$ cat config.mk
export PLATFORM = sky130hd
export DESIGN_NAME = led_breathe_pwm
export DESIGN_NICKNAME = d
export VERILOG_FILES = /design/src/rtl/led_breathe_pkg.sv /design/src/rtl/pwm_gen.sv /design/src/rtl/led_breathe_pwm.sv
export SDC_FILE = /design/constraint.sdc
export NUM_CORES = 1
export LEC_CHECK = 0
export ABC_CLOCK_PERIOD_IN_PS = 4300
export BUFFER_PORTS_ARGS = -buffer_cell sky130_fd_sc_hd__buf_4
export CORE_UTILIZATION = 61
export DETAILED_ROUTE_END_ITERATION = 7
export HOLD_SLACK_MARGIN = 0.1
export PLACE_DENSITY = 0.83
export RECOVER_POWER = 25
export SYNTH_ARGS = -nofsm -noshare
export SYNTH_HDL_FRONTEND = slang
export SYNTH_HIERARCHICAL = 1
export SYNTH_SLANG_ARGS = --single-unit
$ cat constraint.sdc
create_clock -name clk -period 4.3 [get_ports clk]
set_input_delay 0.215 -clock clk [delete_from_list [all_inputs] [get_ports clk]]
set_output_delay 0.215 -clock clk [all_outputs]
set_load 0.005 [all_outputs]
$ cat src/rtl/led_breathe_pkg.sv
// Shared types and sizing helpers for the breathing LED driver.
// Included by led_breathe_pwm and pwm_gen.
package led_breathe_pkg;

    typedef enum logic [2:0] {
        IDLE,
        UP,
        HOLD_HI,
        DOWN,
        HOLD_LO
    } breathe_state_t;

    // Largest duty code for a w-bit duty word.
    function automatic int duty_max(input int w);
        return (1 << w) - 1;
    endfunction

    // Counter width for values 0..n-1, never narrower than one bit.
    function automatic int cnt_w(input int n);
        return (n <= 2) ? 1 : $clog2(n);
    endfunction

endpackage

$ cat src/rtl/pwm_gen.sv
// PWM core: prescaler, period counter, period-start pulse,
// glitch-free duty latch and registered output compare.
module pwm_gen
    import led_breathe_pkg::*;
#(
    parameter int DUTY_W   = 8,
    parameter int PRESCALE = 390
) (
    input  logic              clk,
    input  logic              reset_n,
    input  logic              enable_in,
    input  logic [DUTY_W-1:0] duty_in,
    output logic              led_out,
    output logic              period_start
);

    localparam int PRESCALE_W = cnt_w(PRESCALE);
    localparam logic [PRESCALE_W-1:0] PRE_LAST = PRESCALE_W'(PRESCALE - 1);

    logic [PRESCALE_W-1:0] prescaler;
    logic [DUTY_W-1:0]     pwm_cnt;
    logic [DUTY_W-1:0]     cmp_duty;
    logic [DUTY_W-1:0]     cmp_next;
    logic                  start;

    // The compare sees the freshly latched duty on the first count of a period.
    assign start    = (prescaler == '0) && (pwm_cnt == '0);
    assign cmp_next = start ? duty_in : cmp_duty;

    // Free-running prescaler and period counter; only reset stops them.
    always_ff @(posedge clk or negedge reset_n) begin
        if (!reset_n) begin
            prescaler <= '0;
            pwm_cnt   <= '0;
        end else if (prescaler == PRE_LAST) begin
            prescaler <= '0;
            pwm_cnt   <= pwm_cnt + 1'b1;
        end else begin
            prescaler <= prescaler + 1'b1;
        end
    end

    // Latch duty once per period and drive the pin one clk after the counter.
    always_ff @(posedge clk or negedge reset_n) begin
        if (!reset_n) begin
            period_start <= 1'b0;
            cmp_duty     <= '0;
            led_out      <= 1'b0;
        end else begin
            period_start <= start;
            cmp_duty     <= cmp_next;
            led_out      <= enable_in && (pwm_cnt < cmp_next);
        end
    end

endmodule

$ cat src/rtl/led_breathe_pwm.sv
// Breathing LED driver: ramp/hold FSM feeding a PWM core.
// Optional gamma map enabled by defining LED_BREATHE_GAMMA_EN.
module led_breathe_pwm
    import led_breathe_pkg::*;
#(
    parameter int DUTY_W     = 8,
    parameter int PRESCALE   = 390,
    parameter int HOLD_TICKS = 32
) (
    input  logic              clk,
    input  logic              reset_n,
    input  logic              enable,
    input  logic              step_tick,
    output logic              led_out,
    output logic [DUTY_W-1:0] duty,
    output logic              period_start
);

    localparam logic [DUTY_W-1:0] MAX    = DUTY_W'(duty_max(DUTY_W));
    localparam logic [DUTY_W-1:0] MAX_M1 = MAX - 1'b1;
    localparam logic [DUTY_W-1:0] ONE    = DUTY_W'(1);
    localparam int HOLD_W = cnt_w(HOLD_TICKS);
    localparam logic [HOLD_W-1:0] HOLD_LAST =
        HOLD_W'((HOLD_TICKS > 0) ? HOLD_TICKS - 1 : 0);
    localparam bit HOLD_EN = (HOLD_TICKS > 0);

    breathe_state_t    state;
    logic [HOLD_W-1:0] hold_cnt;
    logic              enable_q;
    logic [DUTY_W-1:0] map_duty;

    // Ramp/hold sequencer; a low enable parks it and wins over any strobe.
    always_ff @(posedge clk or negedge reset_n) begin
        if (!reset_n) begin
            state    <= IDLE;
            duty     <= '0;
            hold_cnt <= '0;
            enable_q <= 1'b0;
        end else begin
            enable_q <= enable;
            if (!enable) begin
                state    <= IDLE;
                duty     <= '0;
                hold_cnt <= '0;
            end else begin
                unique case (state)
                    IDLE: begin
                        duty  <= '0;
                        state <= UP;
                    end
                    UP: if (step_tick) begin
                        if (duty >= MAX_M1) begin
                            duty     <= MAX;
                            hold_cnt <= '0;
                            state    <= HOLD_EN ? HOLD_HI : DOWN;
                        end else begin
                            duty <= duty + 1'b1;
                        end
                    end
                    HOLD_HI: if (step_tick) begin
                        if (hold_cnt == HOLD_LAST) begin
                            hold_cnt <= '0;
                            state    <= DOWN;
                        end else begin
                            hold_cnt <= hold_cnt + 1'b1;
                        end
                    end
                    DOWN: if (step_tick) begin
                        if (duty <= ONE) begin
                            duty     <= '0;
                            hold_cnt <= '0;
                            state    <= HOLD_EN ? HOLD_LO : UP;
                        end else begin
                            duty <= duty - 1'b1;
                        end
                    end
                    HOLD_LO: if (step_tick) begin
                        if (hold_cnt == HOLD_LAST) begin
                            hold_cnt <= '0;
                            state    <= UP;
                        end else begin
                            hold_cnt <= hold_cnt + 1'b1;
                        end
                    end
                    default: state <= IDLE;
                endcase
            end
        end
    end

`ifdef LED_BREATHE_GAMMA_EN
    logic [2*DUTY_W-1:0] duty_sq;
    logic [DUTY_W-1:0]   gamma_q;

    assign duty_sq = duty * duty;

    // Squared-duty map, registered to keep the multiplier off the latch path.
    always_ff @(posedge clk or negedge reset_n) begin
        if (!reset_n) begin
            gamma_q <= '0;
        end else begin
            gamma_q <= DUTY_W'(duty_sq >> DUTY_W);
        end
    end

    assign map_duty = gamma_q;
`else
    assign map_duty = duty;
`endif

    pwm_gen #(
        .DUTY_W   (DUTY_W),
        .PRESCALE (PRESCALE)
    ) u_pwm (
        .clk          (clk),
        .reset_n      (reset_n),
        .enable_in    (enable_q),
        .duty_in      (map_duty),
        .led_out      (led_out),
        .period_start (period_start)
    );

endmodule

==> results.tsv, run 1 <==
metric	value	unit
largest net degree at the start of global routing	45	
core box area	4058	um2
full die area	4559	um2
Setup Skew	0.008174	ns
Post-synth EDFFs	0	
Max Slew Vio Count	45	
Setup crit start kind	flip-flop	
layout overhead on the synthesized area	8.266	%
post-route minimum period	3.447	ns
Max Fclk	290.1	MHz
fraction of layout cells with a size suffix above 1	11.23	%
hold_buf cts	2	
routed len/inst	14.74	um
crit end category	flip-flop	
Port Buffers	13	
maximum buffer depth of the clock tree	2	
YS warnings	6	
Num CTS Buffers	5	
fin util	69.87	%
grt ovf	0	
nets	306	
final cycle utilization of the critical path	80.16	%
Initial Utilization	64.54	%
number of global-route vias before repair	1887	
#FFs+latches synth	44	
WS Path Type	reg -> reg	
sw frac	32.54	%
total wire length	4.937	mm
post-detailed-route count of antenna-violating nets	0	
P_sw	0.3164	mW
CTS tree	built	
DRT Pass-1 Iters	4	
die width	67.52	um
diode count	0	
status	finished with violations	
Final Hold Viols	0	
max_cap viols	1	
post-CTS setup buffer count	0	
Worst Path Max Fanout	11	
worst-margin pin slew	2.290	ns
Internal	0.6559	mW
Max-Slew Margin vs Limit	-52.68	%
Tot Pwr	0.9724	mW
pwr/cell area	343.0	nW/um2
initial antenna violation count	0	
CTS H-tree lvls	2	
worst skew pair latency	0.29	ns
I/O pins	14	
via/cell ratio	6.021	
FFs w/ async S/R, synth	100.0	%
RSZ-0062 raised after global routing	false	
Clk network pwr share	27.3	%
sequential power share	47.9	%
vias	2017	
Post-synth top flop	dfrtp_1	
Worst-path clk slew	0.08	ns
layout filler cell count	299	
root buffer cell	clkbuf_8	
Synth Cell Area	2619	um2
drt first-iter violations	264	
crit path DAT	3.68	ns
failing checks	capacitance limit, slew limit	
DP HPWL	3.575	mm
die height	67.52	um
maximum vdd drop	0.2123	mV
DRC viols	0	
HP Class	in -> reg	
post-synthesis sequential area ratio	42.04	%
mean post-synth cell area	9.663	um2
Setup violations, final	0	
setup_tns	0	ns
Routability Congestion	0.8980	
global-route wire length before repair	8.556	mm
clk sinks	44	
post-CTS sizing	0	
Synth Net Count	293	
Crit path required time	4.54	ns
Synth cell types	55	
Logic pwr share	24.7	%
Core Rows	23	
P_leak	1.396	nW
Syn Inst Count	271	
gr usage total	25.21	%
-- power groups by stage --
stage	logic, mW	clock network, mW	registers, mW
detailed placement	0.235	0	0.474
CTS	0.239	0.276	0.466
global placement	0.230	0	0.474
global route	0.269	0.292	0.471
finish	0.240	0.266	0.466
floorplan	0.180	0	0.458
-- cells in the mapped netlist (6+ instances only) --
library cell | n | area, um2
dfrtp_1 | 44 | 1101
ha_1 | 18 | 225.2
clkbuf_1 | 6 | 22.52
mux2i_1 | 8 | 80.08
xnor2_1 | 11 | 96.34
a21oi_1 | 9 | 45.04
nand3_1 | 8 | 40.04
nor2_1 | 21 | 78.83
nor3_1 | 8 | 40.04
nand2_1 | 15 | 56.30
and3_1 | 7 | 43.79
o21ai_0 | 21 | 105.1
inv_1 | 22 | 82.58
-- state kept, by name, summed over array words and instances, names as in the netlist --
register	flops
duty	8
enable_q	1
hold_cnt	5
state	3
u_pwm/cmp_duty	8
u_pwm/led_out	1
u_pwm/period_start	1
u_pwm/prescaler	9
u_pwm/pwm_cnt	8
-- layout by cell type (no fill, tap or decap), drive strengths merged, types with 3 or more instances in the layout --
master | netlist | routed
nor2 | 21 | 21
xor2 | 5 | 5
nand3 | 8 | 8
buf | 3 | 11
or4 | 4 | 4
o22ai | 3 | 3
nand4 | 5 | 5
clkbuf | 6 | 9
mux2i | 8 | 8
nand2b | 4 | 4
nor3 | 8 | 8
ha | 18 | 18
nor2b | 5 | 5
and3 | 8 | 8
inv | 22 | 22
a21oi | 9 | 9
or3 | 5 | 5
a31oi | 3 | 3
o21ai | 21 | 21
xnor2 | 11 | 11
or2 | 4 | 4
nand2 | 15 | 15
dfrtp | 44 | 44
-- per-stage QoR --
stage	instances	hold WS [ns]	area [um2]	worst slack (ns)
3_5_place_dp	325	0.2419	2729	0.8572
6_report	335	0.4078	2835	0.8533
5_1_grt	335	0.4250	2835	0.6297
4_1_cts	335	0.3861	2843	0.8388
2_1_floorplan	271	-0.08059	2619	1.176
3_3_place_gp	325	0.2365	2729	1.043
-- worst max-delay path: stages, from the launching register on --
cell	delay [ns]
dfrtp_1	0.41
inv_1	0.13
ha_1	0.17
or4b_1	0.43
or4_4	0.67
mux2i_1	0.24
ha_1	0.29
a2111oi_0	0.60
a311o_1	0.26
o2111a_1	0.20
-- cell families after synthesis --
logic type | after synthesis | synth area share, %
buffers and inverters | 31 | 5.064
AND/OR/NAND/NOR | 93 | 19.59
multiplexers | 10 | 4.061
adder cells (fa/ha/maj) | 18 | 8.600
XOR/XNOR | 16 | 5.351
flip-flops | 44 | 42.05
AO/OA/AOI/OAI | 59 | 15.29
-- final timing paths --
kind	from	end	slack, ns	depth (start not counted)
max	u_pwm/pwm_cnt[0]	u_pwm/led_out	0.85	9
min	step_tick	duty[4]	0.41	3
max reg2reg	u_pwm/pwm_cnt[0]	u_pwm/led_out	0.85	9
min reg2reg	u_pwm/prescaler[6]	u_pwm/prescaler[6]	0.49	1
max in group asynchronous	reset_n	hold_cnt[0]	1.84	2
min in group asynchronous	reset_n	u_pwm/cmp_duty[4]	1.15	2
-- cell type report --
type | count | area (um2) | share of cell area [%]
Clock buffer | 7 | 86.33 | 3.045
Inverter | 22 | 82.58 | 2.913
Timing Repair Buffer | 15 | 110.1 | 3.884
Clock inverter | 1 | 7.507 | 0.2648
Sequential cell | 44 | 1101 | 38.84
Tap cell | 50 | 62.56 | 2.207
Multi-Input combinational cell | 196 | 1385 | 48.85
-- metal layers --
layer	track usage, %	up-vias	part of all wire [%]
li1	-	1001	-
met1	33.65	935	48
met2	38.12	69	45
met3	5.574	12	5.3
met4	12.77	0	1.8
met5	0	-	0
No activity file was read; power rests on OpenSTA's default activity.
==> run 2, diff against run 1 <==
Settings changed: ABC_CLOCK_PERIOD_IN_PS 4300 to 2770, CORE_UTILIZATION 61 to 55, PLACE_DENSITY 0.83 to 0.79.
Clock period 4.3 ns to 2.77 ns, I/O delays scaled along.
==> run 2 against run 1 <==
Compared with the run above: the run ends with DRC, setup timing left; critical endpoint unchanged; largest power group unchanged; die area rose by 11%; critical path type unchanged; sequential power rose by 56%; hold slack got worse by 0.058 ns; final cell count rose by 10%; combinational power rose by 64%; sequential cell count did not move; routed wire length rose by 20%; worst setup slack got worse by 1.1 ns.
==> results.tsv, run 2 (same netlist as run 1, synthesis figures left out) <==
metric	value	unit	change
status	finished with violations		
failing checks	DRC, setup timing		
vias	2237		+11%
Num CTS Buffers	5		unchanged
P_leak	1.556	nW	+11%
CTS tree	built		
r2r startpoint	u_pwm/pwm_cnt[0]		
most flop-heavy register	u_pwm/prescaler		
pwr/cell area	481.8	nW/um2	+40%
Logic pwr share	25.7	%	+1.0 points
post-detailed-route count of antenna-violating nets	0		unchanged
DP HPWL	3.925	mm	+9.8%
crit end category	flip-flop		
Setup crit start kind	flip-flop		
Internal	1.033	mW	+58%
Worst-path clk slew	0.08	ns	about the same
Clk network pwr share	26.7	%	-0.6 points
top sig layer	met4		
worst skew pair latency	0.29	ns	about the same
number of global-route vias before repair	2195		+16%
final cycle utilization of the critical path	107.7	%	+28 points
layout overhead on the synthesized area	20.93	%	
routed length on met3	384	um	+46%
grt ovf	0		unchanged
worst-margin pin slew	1.058	ns	-1.233 ns
fraction of layout cells with a size suffix above 1	23.58	%	+12 points
I/O pins	14		unchanged
Initial Utilization	58.53	%	-6.0 points
Final Hold Viols	0		unchanged
P_sw	0.4926	mW	+56%
die height	71	um	+5.2%
setup_tns	-0.2124	ns	-0.2124 ns
WL met2	2.815	mm	+26%
maximum vdd drop	0.2686	mV	+27%
core box area	4474	um2	+10%
Routability Congestion	0.8987		about the same
Port Buffers	13		unchanged
met1 wire length	2.615	mm	+11%
max_cap viols	0		-1
commonest non-fill, non-tap cell in the layout	dfrtp_1		
routed len/inst	16.05	um	+8.9%
post-route minimum period	2.982	ns	-0.4643 ns
Max Fclk	335.3	MHz	+16%
global-route wire length before repair	10.23	mm	+20%
Setup Skew	0.005220	ns	-0.002954 ns
largest net degree at the start of global routing	45		unchanged
Area after DPL	2955	um2	+8.3%
RSZ-0062 raised after global routing	true		
gr usage total	25.92	%	+0.71 points
hold path startpoint	step_tick		
CTS H-tree lvls	2		unchanged
die width	71	um	+5.2%
HP Class	in -> reg		
Worst Path Max Fanout	5		-6
max reg flops	9		unchanged
WS Path Type	reg -> reg		
reg-to-reg setup timing slack	-0.21	ns	-1.07 ns
crit path DAT	3.17	ns	-0.51 ns
full die area	5041	um2	+11%
Hold Crit Endpoint	duty[1]		
root buffer cell	clkbuf_8		
drt first-iter violations	270		+2.3%
initial antenna violation count	0		unchanged
most frequent cells in the layout	dfrtp_1 (44), buf_4 (43), nor2_1 (21), o21ai_0 (21), inv_1 (20)		
total wire length	5.937	mm	+20%
R2R Path End	u_pwm/led_out		
worst hold stages	4		+1
nets	339		+11%
Max-Slew Margin vs Limit	29.49	%	+82 points
Core Rows	24		+4.3%
sw frac	32.28	%	-0.26 points
Setup violations, final	1		+1
diode count	0		unchanged
DRT Pass-1 Iters	8		+4
post-route cell area	3167	um2	+12%
Max Slew Vio Count	0		-100%
R2R cell count	10		+1
sequential power share	47.5	%	-0.4 points
via/cell ratio	6.046		+0.42%
final setup margin	-0.2124	ns	-1.066 ns
DRC viols	1		+1
layout filler cell count	320		+7.0%
Crit path required time	2.95	ns	-1.59 ns
maximum buffer depth of the clock tree	2		unchanged
clk sinks	44		unchanged
run 2: changes by cell type in the layout (fill, tap and decap cells not counted), moves of 2 or more:
cell     delta
mux2i_1     -3
ha_4        +2
or4b_1      -2
inv_2       +2
ha_1        -2
inv_1       -2
or4b_4      +2
mux2i_4     +2
buf_4      +32
run 2: worst max path at each step:
| stage | from | endpoint | slack [ns] | cells past startpoint |
|---|---|---|---|---|
| 3_3_place_gp | u_pwm/prescaler[1] | u_pwm/led_out | -0.14 | 10 |
| 4_1_cts | u_pwm/pwm_cnt[0] | u_pwm/led_out | -0.24 | 10 |
| 5_1_grt | u_pwm/pwm_cnt[0] | u_pwm/led_out | -0.31 | 10 |
| 2_1_floorplan | u_pwm/prescaler[0] | u_pwm/led_out | -0.16 | 11 |
| 3_5_place_dp | u_pwm/prescaler[1] | u_pwm/led_out | -0.28 | 10 |
| 6_report | u_pwm/pwm_cnt[0] | u_pwm/led_out | -0.21 | 10 |
run 2: layout make-up:
type	count	area, um2	area share, %
multi-input cells	197	1476	46.62
clock buffers	8	90.09	2.845
flip-flops and latches	44	1101	34.77
well taps	52	65.06	2.055
repair buffers	47	351.6	11.10
inverters	22	82.58	2.608
run 2: metal layers:
layer / vias to the layer above / track usage [%]
li1: 1065 / -
met1: 1060 / 33.82
met2: 97 / 41.67
met3: 15 / 5.556
met4: 0 / 11.56
met5: - / 0
run 2: power by group through the flow:
stage | Sequential [mW] | Combinational (mW) | Clock (mW)
global route | 0.732 | 0.439 | 0.447
CTS | 0.723 | 0.383 | 0.422
floorplan | 0.711 | 0.279 | 0
finish | 0.725 | 0.393 | 0.408
detailed placement | 0.736 | 0.378 | 0
global placement | 0.735 | 0.371 | 0
run 2: worst max-delay path: stages (launching register included):
cell      delay (ns)
dfrtp_1         0.39
inv_2           0.06
ha_1            0.13
or4b_4          0.46
or4_4           0.60
mux2i_4         0.25
ha_4            0.30
a211o_1         0.12
o22ai_1         0.07
a311o_1         0.27
o2111a_1        0.23
run 2: repair_timing:
item                                   4_1_cts  5_1_grt
resized for setup                            3       10
hold buffers                                 2        0
setup endpoints to repair                    1        1
endpoints found under the hold margin       45        0
pin swaps                                    3        5
buffers inserted                             3        0
gates cloned                                 1        0
run 2: metrics by stage:
step	hold WS (ns)	cells	setup slack [ns]	power (mW)	utilization, %
floorplan	-0.1571	271	-0.1588	0.9899	-
global placement	0.1648	356	-0.1449	1.107	66.05
detailed placement	0.1706	356	-0.2784	1.114	66.05
CTS	0.3200	370	-0.2405	1.528	69.63
global route	0.3784	370	-0.3058	1.617	70.78
finish	0.3497	370	-0.2124	1.526	70.78
==> run 3, diff against run 2 <==
Settings changed: ABC_CLOCK_PERIOD_IN_PS 2770 to 2880, CORE_UTILIZATION 55 to 61, PLACE_DENSITY 0.79 to 0.83, SYNTH_HIERARCHICAL 1 to unset.
Clock period 2.77 ns to 2.88 ns, I/O delays scaled along.
==> run 3 against run 2 <==
Compared with the run above: the flow now finishes without violations; clock power is essentially flat; power down 16%; sequential cell count unchanged; final cell count down 7.3%; synthesized area up 1.9%; combinational power shrank 43%; utilization up 1.1 points; via count is 6.8% lower.
==> results.tsv, run 3 <==
metric	value	unit	change
Synth Net Count	296		+1.0%
hold path startpoint	step_tick		
pwr/cell area	435.6	nW/um2	-9.6%
gr usage total	26.36	%	+0.44 points
number of global-route vias before repair	1958		-11%
Core Rows	23		-4.2%
vias	2084		-6.8%
DP HPWL	3.740	mm	-4.7%
Setup Skew	0.007152	ns	+0.001932 ns
fin util	71.86	%	+1.1 points
Post-synth EDFFs	0		unchanged
core box area	4086	um2	-8.7%
diode count	0		unchanged
WS Path Type	reg -> reg		
worst skew pair latency	0.30	ns	about the same
max_cap viols	0		unchanged
most flop-heavy register	u_pwm.prescaler		
P_leak	1.415	nW	-9.1%
status	finished, final reports clean		
post-route minimum period	2.558	ns	-0.4243 ns
Max-Slew Margin vs Limit	28.46	%	-1.0 points
drt first-iter violations	249		-7.8%
die height	68.15	um	-4.0%
HP Class	in -> reg		
CP startpoint	u_pwm.pwm_cnt[0]		
clk sinks	44		unchanged
YS warnings	0		-6
Synth Cell Area	2669	um2	+1.9%
Synth cell types	56		+1.8%
#FFs+latches synth	44		unchanged
Initial Utilization	65.31	%	+6.8 points
Synth top cells by count	dfrtp_1 (44), inv_1 (21), nand2_1 (19)		
worst-margin pin slew	1.073	ns	+0.01541 ns
Setup crit start kind	flip-flop		
global-route wire length before repair	9.004	mm	-12%
crit end category	flip-flop		
Tot Pwr	1.279	mW	-16%
total wire length	5.401	mm	-9.0%
reg-to-reg setup timing slack	0.32	ns	+0.53 ns
initial antenna violation count	0		unchanged
setup_tns	0	ns	+0.2124 ns
Setup violations, final	0		-1
CTS tree	built		
post-synthesis sequential area ratio	41.26	%	-0.79 points
Syn Inst Count	274		+1.1%
largest net degree at the start of global routing	45		unchanged
CTS H-tree lvls	2		unchanged
DRT Pass-1 Iters	4		-4
routed len/inst	15.75	um	-1.9%
mean post-synth cell area	9.740	um2	+0.80%
r2r startpoint	u_pwm.pwm_cnt[0]		
root buffer cell	clkbuf_8		
fraction of layout cells with a size suffix above 1	13.99	%	-9.6 points
Worst Path Max Fanout	12		+7
R2R Path End	u_pwm.led_out		
grt ovf	0		unchanged
commonest non-fill, non-tap cell in the layout	dfrtp_1		
Worst-path clk slew	0.08	ns	about the same
Max Slew Vio Count	0		unchanged
post-detailed-route count of antenna-violating nets	0		unchanged
Area contributors post-synth	dfrtp_1 (41%), ha_1 (8.4%), xnor2_1 (3.3%), inv_1 (3.0%), nand2_1 (2.7%)		
Synth top area share	41.26	%	-0.79 points
Hold Crit Endpoint	hold_cnt[0]		
FFs w/ async S/R, synth	100.0	%	unchanged
DRC viols	0		-1
Routability Congestion	0.8981		about the same
layout overhead on the synthesized area	10.03	%	
full die area	4644	um2	-7.9%
Final Hold Viols	0		unchanged
I/O pins	14		unchanged
Port Buffers	13		unchanged
most common cell in the netlist	dfrtp_1		
die width	68.15	um	-4.0%
maximum buffer depth of the clock tree	2		unchanged
Post-synth top flop	dfrtp_1		
R2R cell count	12		+2
via/cell ratio	6.076		+0.49%
Crit path required time	3.08	ns	+0.13 ns
RSZ-0062 raised after global routing	false		
Max Fclk	390.9	MHz	+17%
post-synth top area cell	dfrtp_1		
nets	314		-7.4%
most frequent cells in the layout	dfrtp_1 (44), inv_1 (21), nand2_1 (19)		
Num CTS Buffers	5		unchanged
crit path DAT	2.75	ns	-0.42 ns
maximum vdd drop	0.2773	mV	+3.2%
worst hold stages	3		-1
max reg flops	9		unchanged
final cycle utilization of the critical path	88.82	%	-19 points
==> run 3: cell count changes after synthesis, sizes merged, moves of 4 or more <==
cell / delta
o21ai: -5
mux2: +4
mux2i: -4
nand2: +4
nor3b: +4
==> run 3: kinds of logic (layout without fill, tap and decap cells) <==
group,Yosys count,in the layout,share of synthesized area [%]
buf+inv,32,51,4.923
simple gates,97,97,19.27
mux,10,10,4.032
compound gates,57,57,16.83
fa+ha+maj,18,18,8.439
flops,44,44,41.26
xor+xnor,16,16,5.251
==> run 3: worst max-delay path by stage <==
stage               endpoint  slack, ns
2_1_floorplan  u_pwm.led_out       0.38
3_3_place_gp   u_pwm.led_out       0.45
3_5_place_dp   u_pwm.led_out       0.36
4_1_cts        u_pwm.led_out       0.34
5_1_grt        u_pwm.led_out       0.03
6_report       u_pwm.led_out       0.32
==> run 3: layout make-up <==
| type | instances | area, um2 |
|---|---|---|
| Timing Repair Buffer | 22 | 163.9 |
| Tap cell | 50 | 62.56 |
| Multi-Input combinational cell | 198 | 1436 |
| Clock buffer | 7 | 86.33 |
| Clock inverter | 1 | 7.507 |
| Inverter | 21 | 78.83 |
| Fill cell | 313 | 1150 |
| Sequential cell | 44 | 1101 |
==> run 3: timing repair <==
action	in CTS	in global routing
setup buffers	0	0
resized for setup	0	0
hold buffers	2	0
hold endpoints to repair	45	0
==> run 3: where the power goes <==
part	switching, mW	internal [mW]	total, mW
combinational	0.143	0.0811	0.224
sequential	0.0196	0.631	0.650
clock	0.210	0.195	0.405
total	0.372	0.907	1.28
==> run 3: metal layers <==
layer  GRT usage (%)  share of wire [%]  wire length [um]  vias to the layer above
met3           5.667                3.5               190                       19
met1           35.36                 46              2477                      999
met2           39.95                 48              2588                       53
met5               0                  0                 0                        -
li1                -                  -                 -                     1013
met4           13.28                2.7               146                        0
==> run 3: per-stage QoR <==
| step | area (um2) | worst slack (ns) | cells | hold slack [ns] |
|---|---|---|---|---|
| final | 2937 | 0.3219 | 343 | 0.1693 |
| after CTS | 2943 | 0.3420 | 343 | 0.1633 |
| after floorplan | 2669 | 0.3774 | 274 | -0.1516 |
| after global placement | 2829 | 0.4490 | 333 | 0.1668 |
| after detailed placement | 2829 | 0.3555 | 333 | 0.1702 |
| after global routing | 2937 | 0.02732 | 343 | 0.1927 |
==> run 3: worst max-delay path: stages (launching register included) <==
cell and delay (ns):
dfrtp_1 0.42, inv_1 0.13, ha_1 0.15, nor4b_1 0.23
nand4_1 0.14, buf_4 0.21, mux2_2 0.29, inv_1 0.06
ha_1 0.23, a21o_1 0.16, a21oi_1 0.14, nor2b_1 0.06
nor4_1 0.25
